--- src/rtl/sha_pkg.sv ---
// Shared definitions for the SHA-256 job scheduler.
// Block size, digest width and scheduler state encoding.
package sha_pkg;

    localparam int SHA_WPB   = 16;
    localparam int SHA_DIG_W = 256;

    typedef enum logic [3:0] {
        ST_IDLE,
        ST_INIT,
        ST_HOST,
        ST_WAIT_H,
        ST_DINIT,
        ST_DREQ,
        ST_DBL,
        ST_WAIT_D,
        ST_RES
    } state_e;

endpackage

--- src/rtl/sha_dbl_sched.sv ---
// SHA-256 job scheduler: feeds host blocks to the core, optionally
// chains a second pass from the double-SHA feeder, latches the digest.
module sha_dbl_sched
    import sha_pkg::*;
#(
    parameter int WPB   = SHA_WPB,
    parameter int TMO_W = 8
) (
    input  logic                 clk,
    input  logic                 rst,
    input  logic                 clr,
    input  logic                 cfg_auto_dbl,
    input  logic                 host_vld,
    input  logic [31:0]          host_din,
    input  logic                 host_last,
    output logic                 host_rdy,
    output logic                 core_init,
    output logic                 core_vld,
    output logic [31:0]          core_din,
    input  logic                 core_done,
    input  logic [SHA_DIG_W-1:0] core_hash,
    output logic                 dbl_start,
    input  logic                 dbl_vld,
    input  logic [31:0]          dbl_din,
    output logic                 busy,
    output logic                 res_vld,
    output logic [SHA_DIG_W-1:0] res_hash,
    output logic [1:0]           err
);

    localparam int CW = $clog2(WPB);
    localparam logic [CW-1:0] WLAST = CW'(WPB - 1);
    localparam logic [TMO_W-1:0] TMAX = {TMO_W{1'b1}};

    state_e               state_q, state_d;
    logic [CW-1:0]        wcnt_q, wcnt_d;
    logic [TMO_W-1:0]     tmo_q, tmo_d;
    logic                 last_q, last_d;
    logic [SHA_DIG_W-1:0] res_q, res_d;
    logic [1:0]           err_q, err_d;

    always_ff @(posedge clk or posedge rst) begin
        if (rst) begin
            state_q <= ST_IDLE;
            wcnt_q  <= '0;
            tmo_q   <= '0;
            last_q  <= 1'b0;
            res_q   <= '0;
            err_q   <= '0;
        end else begin
            state_q <= state_d;
            wcnt_q  <= wcnt_d;
            tmo_q   <= tmo_d;
            last_q  <= last_d;
            res_q   <= res_d;
            err_q   <= err_d;
        end
    end

    always_comb begin
        state_d   = state_q;
        wcnt_d    = wcnt_q;
        tmo_d     = tmo_q;
        last_d    = last_q;
        res_d     = res_q;
        err_d     = err_q;
        host_rdy  = 1'b0;
        core_init = 1'b0;
        core_vld  = 1'b0;
        core_din  = '0;
        dbl_start = 1'b0;
        res_vld   = 1'b0;

        unique case (state_q)
            ST_IDLE: begin
                if (host_vld) state_d = ST_INIT;
            end
            ST_INIT: begin
                core_init = 1'b1;
                wcnt_d    = '0;
                state_d   = ST_HOST;
            end
            ST_HOST: begin
                host_rdy = 1'b1;
                if (host_vld) begin
                    // early host_last aborts without forwarding the word
                    if (host_last && wcnt_q != WLAST) begin
                        err_d[0] = 1'b1;
                        wcnt_d   = '0;
                        state_d  = ST_IDLE;
                    end else begin
                        core_vld = 1'b1;
                        core_din = host_din;
                        if (wcnt_q == WLAST) begin
                            wcnt_d  = '0;
                            tmo_d   = '0;
                            last_d  = host_last;
                            state_d = ST_WAIT_H;
                        end else begin
                            wcnt_d = wcnt_q + 1'b1;
                        end
                    end
                end
            end
            ST_WAIT_H: begin
                tmo_d = tmo_q + 1'b1;
                if (core_done) begin
                    if (!last_q) begin
                        state_d = ST_HOST;
                    end else if (!cfg_auto_dbl) begin
                        res_d   = core_hash;
                        state_d = ST_RES;
                    end else begin
                        state_d = ST_DINIT;
                    end
                end else if (tmo_q == TMAX) begin
                    err_d[1] = 1'b1;
                    state_d  = ST_IDLE;
                end
            end
            ST_DINIT: begin
                core_init = 1'b1;
                state_d   = ST_DREQ;
            end
            ST_DREQ: begin
                dbl_start = 1'b1;
                wcnt_d    = '0;
                state_d   = ST_DBL;
            end
            ST_DBL: begin
                if (dbl_vld) begin
                    core_vld = 1'b1;
                    core_din = dbl_din;
                    if (wcnt_q == WLAST) begin
                        wcnt_d  = '0;
                        tmo_d   = '0;
                        state_d = ST_WAIT_D;
                    end else begin
                        wcnt_d = wcnt_q + 1'b1;
                    end
                end
            end
            ST_WAIT_D: begin
                tmo_d = tmo_q + 1'b1;
                if (core_done) begin
                    res_d   = core_hash;
                    state_d = ST_RES;
                end else if (tmo_q == TMAX) begin
                    err_d[1] = 1'b1;
                    state_d  = ST_IDLE;
                end
            end
            ST_RES: begin
                res_vld = 1'b1;
                state_d = ST_IDLE;
            end
            default: state_d = ST_IDLE;
        endcase

        // abort wins over everything, including this cycle's strobes
        if (clr) begin
            state_d   = ST_IDLE;
            wcnt_d    = '0;
            tmo_d     = '0;
            last_d    = 1'b0;
            res_d     = res_q;
            err_d     = '0;
            host_rdy  = 1'b0;
            core_init = 1'b0;
            core_vld  = 1'b0;
            core_din  = '0;
            dbl_start = 1'b0;
            res_vld   = 1'b0;
        end
    end

    assign busy     = (state_q != ST_IDLE);
    assign res_hash = res_q;
    assign err      = err_q;

endmodule
--- config.mk ---
export PLATFORM = sky130hd
export DESIGN_NAME = sha_dbl_sched
export DESIGN_NICKNAME = d
export VERILOG_FILES = /design/src/rtl/sha_pkg.sv /design/src/rtl/sha_dbl_sched.sv
export SDC_FILE = /design/constraint.sdc
export NUM_CORES = 1
export LEC_CHECK = 0
export ABC_AREA = 1
export CAP_MARGIN = 10
export CORE_AREA = 2 2 243 245
export CTS_CLUSTER_SIZE = 20
export DETAILED_ROUTE_END_ITERATION = 10
export DIE_AREA = 0 0 245 247
export GPL_TIMING_DRIVEN = 0
export PLACE_DENSITY = 0.55
export SLEW_MARGIN = 20
export SYNTH_ARGS = -nofsm -noshare
export SYNTH_HDL_FRONTEND = slang
export SYNTH_SLANG_ARGS = --single-unit
--- constraint.sdc ---
create_clock -name clk -period 8.75 [get_ports clk]
set_input_delay 1.3125 -clock clk [delete_from_list [all_inputs] [get_ports clk]]
set_output_delay 1.3125 -clock clk [all_outputs]
set_load 0.005 [all_outputs]
### After elaboration in Yosys (flattened, before gate mapping)

Cells that the tools add are included.

* register bits after elaboration: 275
* input port bits: 328
* output and inout port bits: 296
* logic and storage cells: 115

* add/sub/neg operators: 2
* equality and inequality tests: 23
* muxes and demuxes: 60
* bitwise operators: 1
* reductions and logical operators: 22

Operator list (number)
* $mux 256: 4
* $pmux 256 s2: 1
* $mux 32: 4
* $mux 4: 17
* $pmux 32 s2: 1
* $mux 8: 5
* $pmux 4 s8: 1
* $pmux 8 s3: 1
* $mux 1: 23
* $eq 4x3->1 const B: 4
* $ne 3x3->1 const B: 5
* $reduce_bool 2->1: 7
* $ne 2x2->1 const B: 6
* $pmux 4 s3: 1
* $reduce_bool 4->1: 3
* $reduce_and 3->1: 3
* $add 8x1->8 const B: 1
* $eq 4x2->1 const B: 2
* $eq 4x4->1 const B: 2
* $eq 8x8->1 const B: 1
* $ne 4x4->1 const B: 2
* $reduce_and 4->1: 2
* $reduce_and 6->1: 1
* $reduce_or 2->1: 3
* other kinds (8): 8

### Logic depth before layout (Yosys ltp)

Gate-level depths: netlist of the first run.

* depth after elaboration: 6
* gate-level depth with buffers: 10

### Least setup slack after synthesis of the first run

Ideal clock, no wire load.

* path type: input port to output port
* start point: input host_last
* end point: output core_din[10]
* arrival: 2.075 ns
* required time: 7.438 ns
* setup slack: 5.363 ns
* stages: 6
* buffers on the path: 1
* cell sequence: nand2_1 -> nand2_1 -> nor2_2 -> buf_6 -> a22oi_2 -> nor2_1

* word-level cells in the longest chain between the ends: 5

Ends and longest elaborated chain
* from (decl): line sha_dbl_sched.sv:15 `input logic host_last,`
* $logic_and 1x1->1: line sha_dbl_sched.sv:87 `if (host_last && wcnt_q != WLAST) begin`
* $mux 32: line sha_dbl_sched.sv:87
* $mux 32: line sha_dbl_sched.sv:85 `if (host_vld) begin`
* $pmux 32 s2: line sha_dbl_sched.sv:74 `unique case (state_q)`
* $mux 32: line sha_dbl_sched.sv:161 `if (clr) begin`
* to (decl): line sha_dbl_sched.sv:19 `output logic [31:0] core_din,`

Every way passes these cells.

### Worst setup path in the final report of the first run

* start point: input host_last
* end point: output core_din[17]

Same word-level chain as after synthesis.

==> results of run 1 <==
==> layout by cell type, fill, tap and decap left out, drive strengths merged, types with 13 or more instances in the layout <==
cell type      count
a22oi             32
clkdlybuf4s50    622
nand3             21
nand2            821
inv               24
clkbuf            58
dfrtp            275
nor2              58
o21ai             13
buf               72
==> final cells by class <==
| cell class | instances | area share, % |
|---|---|---|
| sequential | 275 | 34.3 |
| tap | 773 | 4.82 |
| inverter | 24 | 0.468 |
| antenna | 1 | 0.0125 |
| multi-input combinational | 972 | 20.3 |
| clock inverter | 11 | 0.624 |
| timing repair buffer | 631 | 32.0 |
| buffer | 68 | 2.17 |
| clock buffer | 53 | 5.32 |
==> registers in the layout, indices dropped and copies added, names as in the netlist <==
| register | cells |
|---|---|
| err | 2 |
| wcnt_q | 4 |
| res_hash | 256 |
| tmo_q | 8 |
| last_q | 1 |
| state_q | 4 |
==> power groups by stage <==
stage	combinational (mW)	clock [mW]	sequential [mW]
2_1_floorplan	0.231	0	1.59
3_3_place_gp	0.860	0	1.58
3_5_place_dp	0.874	0	1.58
4_1_cts	0.879	1.55	1.56
5_1_grt	0.949	1.60	1.59
6_report	0.865	1.49	1.56
==> cells by family after synthesis <==
kind of cell | Yosys count | synth area share, %
AND/OR/NAND/NOR | 909 | 30.3
flip-flops | 275 | 60.0
buffers and inverters | 92 | 4.58
AO/OA/AOI/OAI | 57 | 4.60
XOR/XNOR | 4 | 0.305
adder cells (fa/ha/maj) | 2 | 0.218
==> layer usage <==
layer | GRT usage [%] | vias up | part of all wire, %
met3 | 5.19 | 63 | 9.0
met4 | 4.30 | 0 | 2.4
li1 | - | 5459 | -
met5 | 0 | - | 0
met1 | 17.1 | 5349 | 40
met2 | 24.6 | 446 | 48
==> synth_stat cells <==
library cell	number
sky130_fd_sc_hd__o21ai_2	1
sky130_fd_sc_hd__nand2_1	819
sky130_fd_sc_hd__xnor2_1	1
sky130_fd_sc_hd__and3_1	1
sky130_fd_sc_hd__o21ai_1	4
sky130_fd_sc_hd__nor2_4	1
sky130_fd_sc_hd__o21ai_0	8
sky130_fd_sc_hd__nor4_1	1
sky130_fd_sc_hd__nand4_1	6
sky130_fd_sc_hd__o21a_1	1
sky130_fd_sc_hd__a211oi_1	1
sky130_fd_sc_hd__o21bai_1	1
sky130_fd_sc_hd__o31ai_1	2
sky130_fd_sc_hd__a22oi_1	3
sky130_fd_sc_hd__inv_2	4
sky130_fd_sc_hd__nor2_1	54
sky130_fd_sc_hd__nor3b_1	1
sky130_fd_sc_hd__nand3_1	21
sky130_fd_sc_hd__xor2_1	3
sky130_fd_sc_hd__nand2_2	2
sky130_fd_sc_hd__clkbuf_1	5
sky130_fd_sc_hd__buf_6	6
sky130_fd_sc_hd__a22oi_2	29
sky130_fd_sc_hd__a31oi_1	1
sky130_fd_sc_hd__buf_2	30
sky130_fd_sc_hd__buf_4	26
sky130_fd_sc_hd__ha_1	2
sky130_fd_sc_hd__dfrtp_1	275
sky130_fd_sc_hd__inv_1	20
sky130_fd_sc_hd__nor2_2	3
sky130_fd_sc_hd__buf_1	1
sky130_fd_sc_hd__a21oi_1	6
==> stage by stage <==
| step | cells | total power [mW] | hold slack (ns) | utilization [%] | setup slack (ns) |
|---|---|---|---|---|---|
| 2_1_floorplan | 1339 | 1.82 | 0.468 | - | 3.80 |
| 3_3_place_gp | 2734 | 2.44 | 0.462 | 32.1 | 1.52 |
| 3_5_place_dp | 2743 | 2.45 | 0.464 | 32.4 | 4.11 |
| 4_1_cts | 2807 | 3.99 | 0.480 | 34.4 | 4.08 |
| 5_1_grt | 2808 | 4.14 | 0.491 | 34.4 | 3.96 |
| 6_report | 2808 | 3.92 | 0.476 | 34.4 | 4.10 |
==> worst min-delay path by stage <==
stage	to	cells after the start
final	res_hash[64]$_DFFE_PP0P_	2
after global routing	res_hash[66]$_DFFE_PP0P_	2
after CTS	res_hash[12]$_DFFE_PP0P_	2
after detailed placement	res_hash[135]$_DFFE_PP0P_	2
after global placement	res_hash[217]$_DFFE_PP0P_	2
after floorplan	tmo_q[1]$_DFFE_PP0P_	2
==> worst min-delay path, stage by stage, from the launching register on <==
cell	delay [ns]
sky130_fd_sc_hd__dfrtp_1	0.34
sky130_fd_sc_hd__nand2_1	0.05
sky130_fd_sc_hd__nand2_1	0.05
==> qor_table.md, run 1 <==
| Parameter | This run | Unit |
|---|---|---|
| Status | finished, final reports clean | - |
| Hold Path Class | flip-flop to flip-flop | - |
| Number of global-route vias before repair | 11.7k | - |
| Yosys reg bits | 275 | - |
| Critical Path, Cell by Cell | clkdlybuf4s50_1 > nand2_1 > nand2_1 > nor2_2 > buf_6 > a22oi_2 > nor2_1 > clkdlybuf4s50_1 | - |
| Detailed Place HPWL | 35400 | µm |
| DIE WIDTH | 245 | µm |
| RSZ-0062 raised after global routing | no | - |
| Critical path start-end classification | primary input to output pin | - |
| Max Transition Viols Final | 0 | - |
| Accumulated negative setup slack | 0 | ns |
| Final hold violation count | 0 | - |
| Cell area after layout | 0.0200 | mm² |
| Final worst clock skew | 0.0180 | ns |
| Destination of the critical timing path | core_din[17] | - |
| Buffers inserted during post-CTS setup optimization | 0 | - |
| R2r worst-path depth | 9 | - |
| Power density over the cells | 195 | mW/mm² |
| Internal power contribution | 2.89 | mW |
| Num rows | 89 | - |
| Max IR drop VDD | 0.000144 | V |
| Logic pwr share | 22.1 | % |
| Seq/Total Area, Yosys | 60.0 | % |
| Worst-case register-to-register setup slack | 6.48 | ns |
| Nets | 2337 | - |
| Pin count of the biggest net entering global routing | 34 | - |
| Synth top area cells | sky130_fd_sc_hd__dfrtp_1, sky130_fd_sc_hd__nand2_1, sky130_fd_sc_hd__a22oi_2 | - |
| Hold path start | res_hash[64]$_DFFE_PP0P_ | - |
| Number of levels in the clock H-tree | 2 | - |
| Required time reported for the critical path endpoint | 7.44 | ns |
| IO Port Bufs | 622 | - |
| Final count of negative-setup-slack endpoints | 0 | - |
| Filler instances | 5957 | - |
| Clock transition at the registers of the reported paths | 0.06 | ns |
| Post-synth design cell area | 0.0115 | mm² |
| CP max-delay cell | sky130_fd_sc_hd__clkdlybuf4s50_1 | - |
| Overflow left after global routing | 0 | - |
| Synthesized netlist net count | 1669 | - |
| Total area of multi-input combinational cells | 0.00407 | mm² |
| Worst-skew pair later-pin latency | 0.54 | ns |
| Delay of the slowest critical-path stage | 0.53 | ns |
| Yosys top cell by area | sky130_fd_sc_hd__dfrtp_1 | - |
| Fraction of final layout cells with drive strength greater than 1 | 8.26 | % |
| Number of buffers created by CTS | 35 | - |
| Largest delay share family, worst path | buffers and inverters | - |
| Die H | 247 | µm |
| Root Buffer Master | sky130_fd_sc_hd__clkbuf_16 | - |
| Post-route clock period utilization | 53.1 | % |
| Vias after detailed routing | 11.3k | - |
| Initial Utilization | 19.7 | % |
| Count of buffer and inverter cells on the critical path | 3 | - |
| MaxCap Viol Count | 0 | - |
| Leak | 9.64 | nW |
| Pre-Repair DR Iteration Count | 9 | - |
| Layout overhead on the synthesized area | 74.7 | % |
| Gr usage total | 14.5 | % |
| Arrival time of the worst setup path | 3.33 | ns |
| Drt drc | 0 | - |
| Sequential fraction of design power | 39.9 | % |
| CTS tree | built | - |
| Routed WL | 45500 | µm |
| Time the worst path needs with I/O delays and setup | 4.65 | ns |
| Sw Ratio | 26.1 | % |
| Routability cong. | 0.875 | - |
| Crit end category | output pin | - |
| Type of element launching the critical path | primary input | - |
| Area after detailed placement | 0.0189 | mm² |
| Post_cts resized | 0 | - |
| Switching power of the nets | 1.02 | mW |
| Logic depth of the worst setup path including buffers | 8 | - |
| IO Count | 624 | - |
| Register area | 0.00688 | mm² |
| Mean cell area of the mapped netlist | 8.57 | µm² |
| Number of design-rule violations left by the first detailed-router iteration | 501 | - |
| Largest fanout on the critical path | 10 | - |
| Buffers from clock root to sink, at most | 3 | - |
| Distinct cell type count of the synthesized netlist | 32 | - |
| First-pass GRT wire length | 68300 | µm |
| Number of sinks on the clock net | 275 | - |
| Capture point of the worst reg-to-reg path | res_hash[164]$_DFFE_PP0P_ | - |
| Measured slew at the worst slew-check pin | 0.540 | ns |
| Post-route ant nets | 0 | - |
| Area share of the largest cell type after synthesis | 60.0 | % |
| Part of the total power dissipated in the clock network | 38.0 | % |
| R2R Path Start | state_q[3]$_DFFE_PP0P_ | - |
| Count of hold-fix buffers inserted at cts | 0 | - |
| Post-synthesis cell count | 1339 | - |
| Area enclosed by the die boundary | 0.0605 | mm² |
| Routed len/inst | 16.2 | µm |
| Synth Warn # | 0 | - |
| Launching instance or port of the critical path | host_last | - |
| Core area | 0.0582 | mm² |
| Worst slew margin relative to its limit | 64.0 | % |
| Antenna violations before repair | 2 | - |
| Max frequency | 215 | MHz |
| Number of vias per cell | 4.03 | - |
(Power assumes the default switching activity.)
==> run 2, diff against run 1 <==
==> constraint.sdc (replaced) <==
create_clock -name clk -period 3.9 [get_ports clk]
set_input_delay 0.585 -clock clk [delete_from_list [all_inputs] [get_ports clk]]
set_output_delay 0.585 -clock clk [all_outputs]
set_load 0.005 [all_outputs]
==> results of run 2 <==
Same layout as run 1 (identical final DEF). Status: finished, final reports clean.
Among the figures that moved: setup slack after placement 4.11 ns -> 0.715 ns; setup slack after layout 4.10 ns -> 0.536 ns; hold slack 0.476 ns -> 0.402 ns; start point of the critical path host_last -> state_q[3]$_DFFE_PP0P_; register-to-register setup slack 6.48 ns -> 1.63 ns; total power 3.92 mW -> 8.79 mW; worst IR drop on VDD 0.000144 V -> 0.000324 V
==> run 3, diff against run 2 <==
--- a/config.mk
+++ b/config.mk
@@ -13,6 +13,7 @@
 export DIE_AREA = 0 0 245 247
 export GPL_TIMING_DRIVEN = 0
 export PLACE_DENSITY = 0.55
+export SKIP_LAST_GASP = 1
 export SLEW_MARGIN = 20
 export SYNTH_ARGS = -nofsm -noshare
 export SYNTH_HDL_FRONTEND = slang
==> results of run 3 <==
Same layout as run 1 (identical final DEF). Status: finished, final reports clean.
Among the figures that moved: setup slack after placement 4.11 ns -> 0.715 ns; setup slack after layout 4.10 ns -> 0.536 ns; hold slack 0.476 ns -> 0.402 ns; start point of the critical path host_last -> state_q[3]$_DFFE_PP0P_; register-to-register setup slack 6.48 ns -> 1.63 ns; total power 3.92 mW -> 8.79 mW; worst IR drop on VDD 0.000144 V -> 0.000324 V
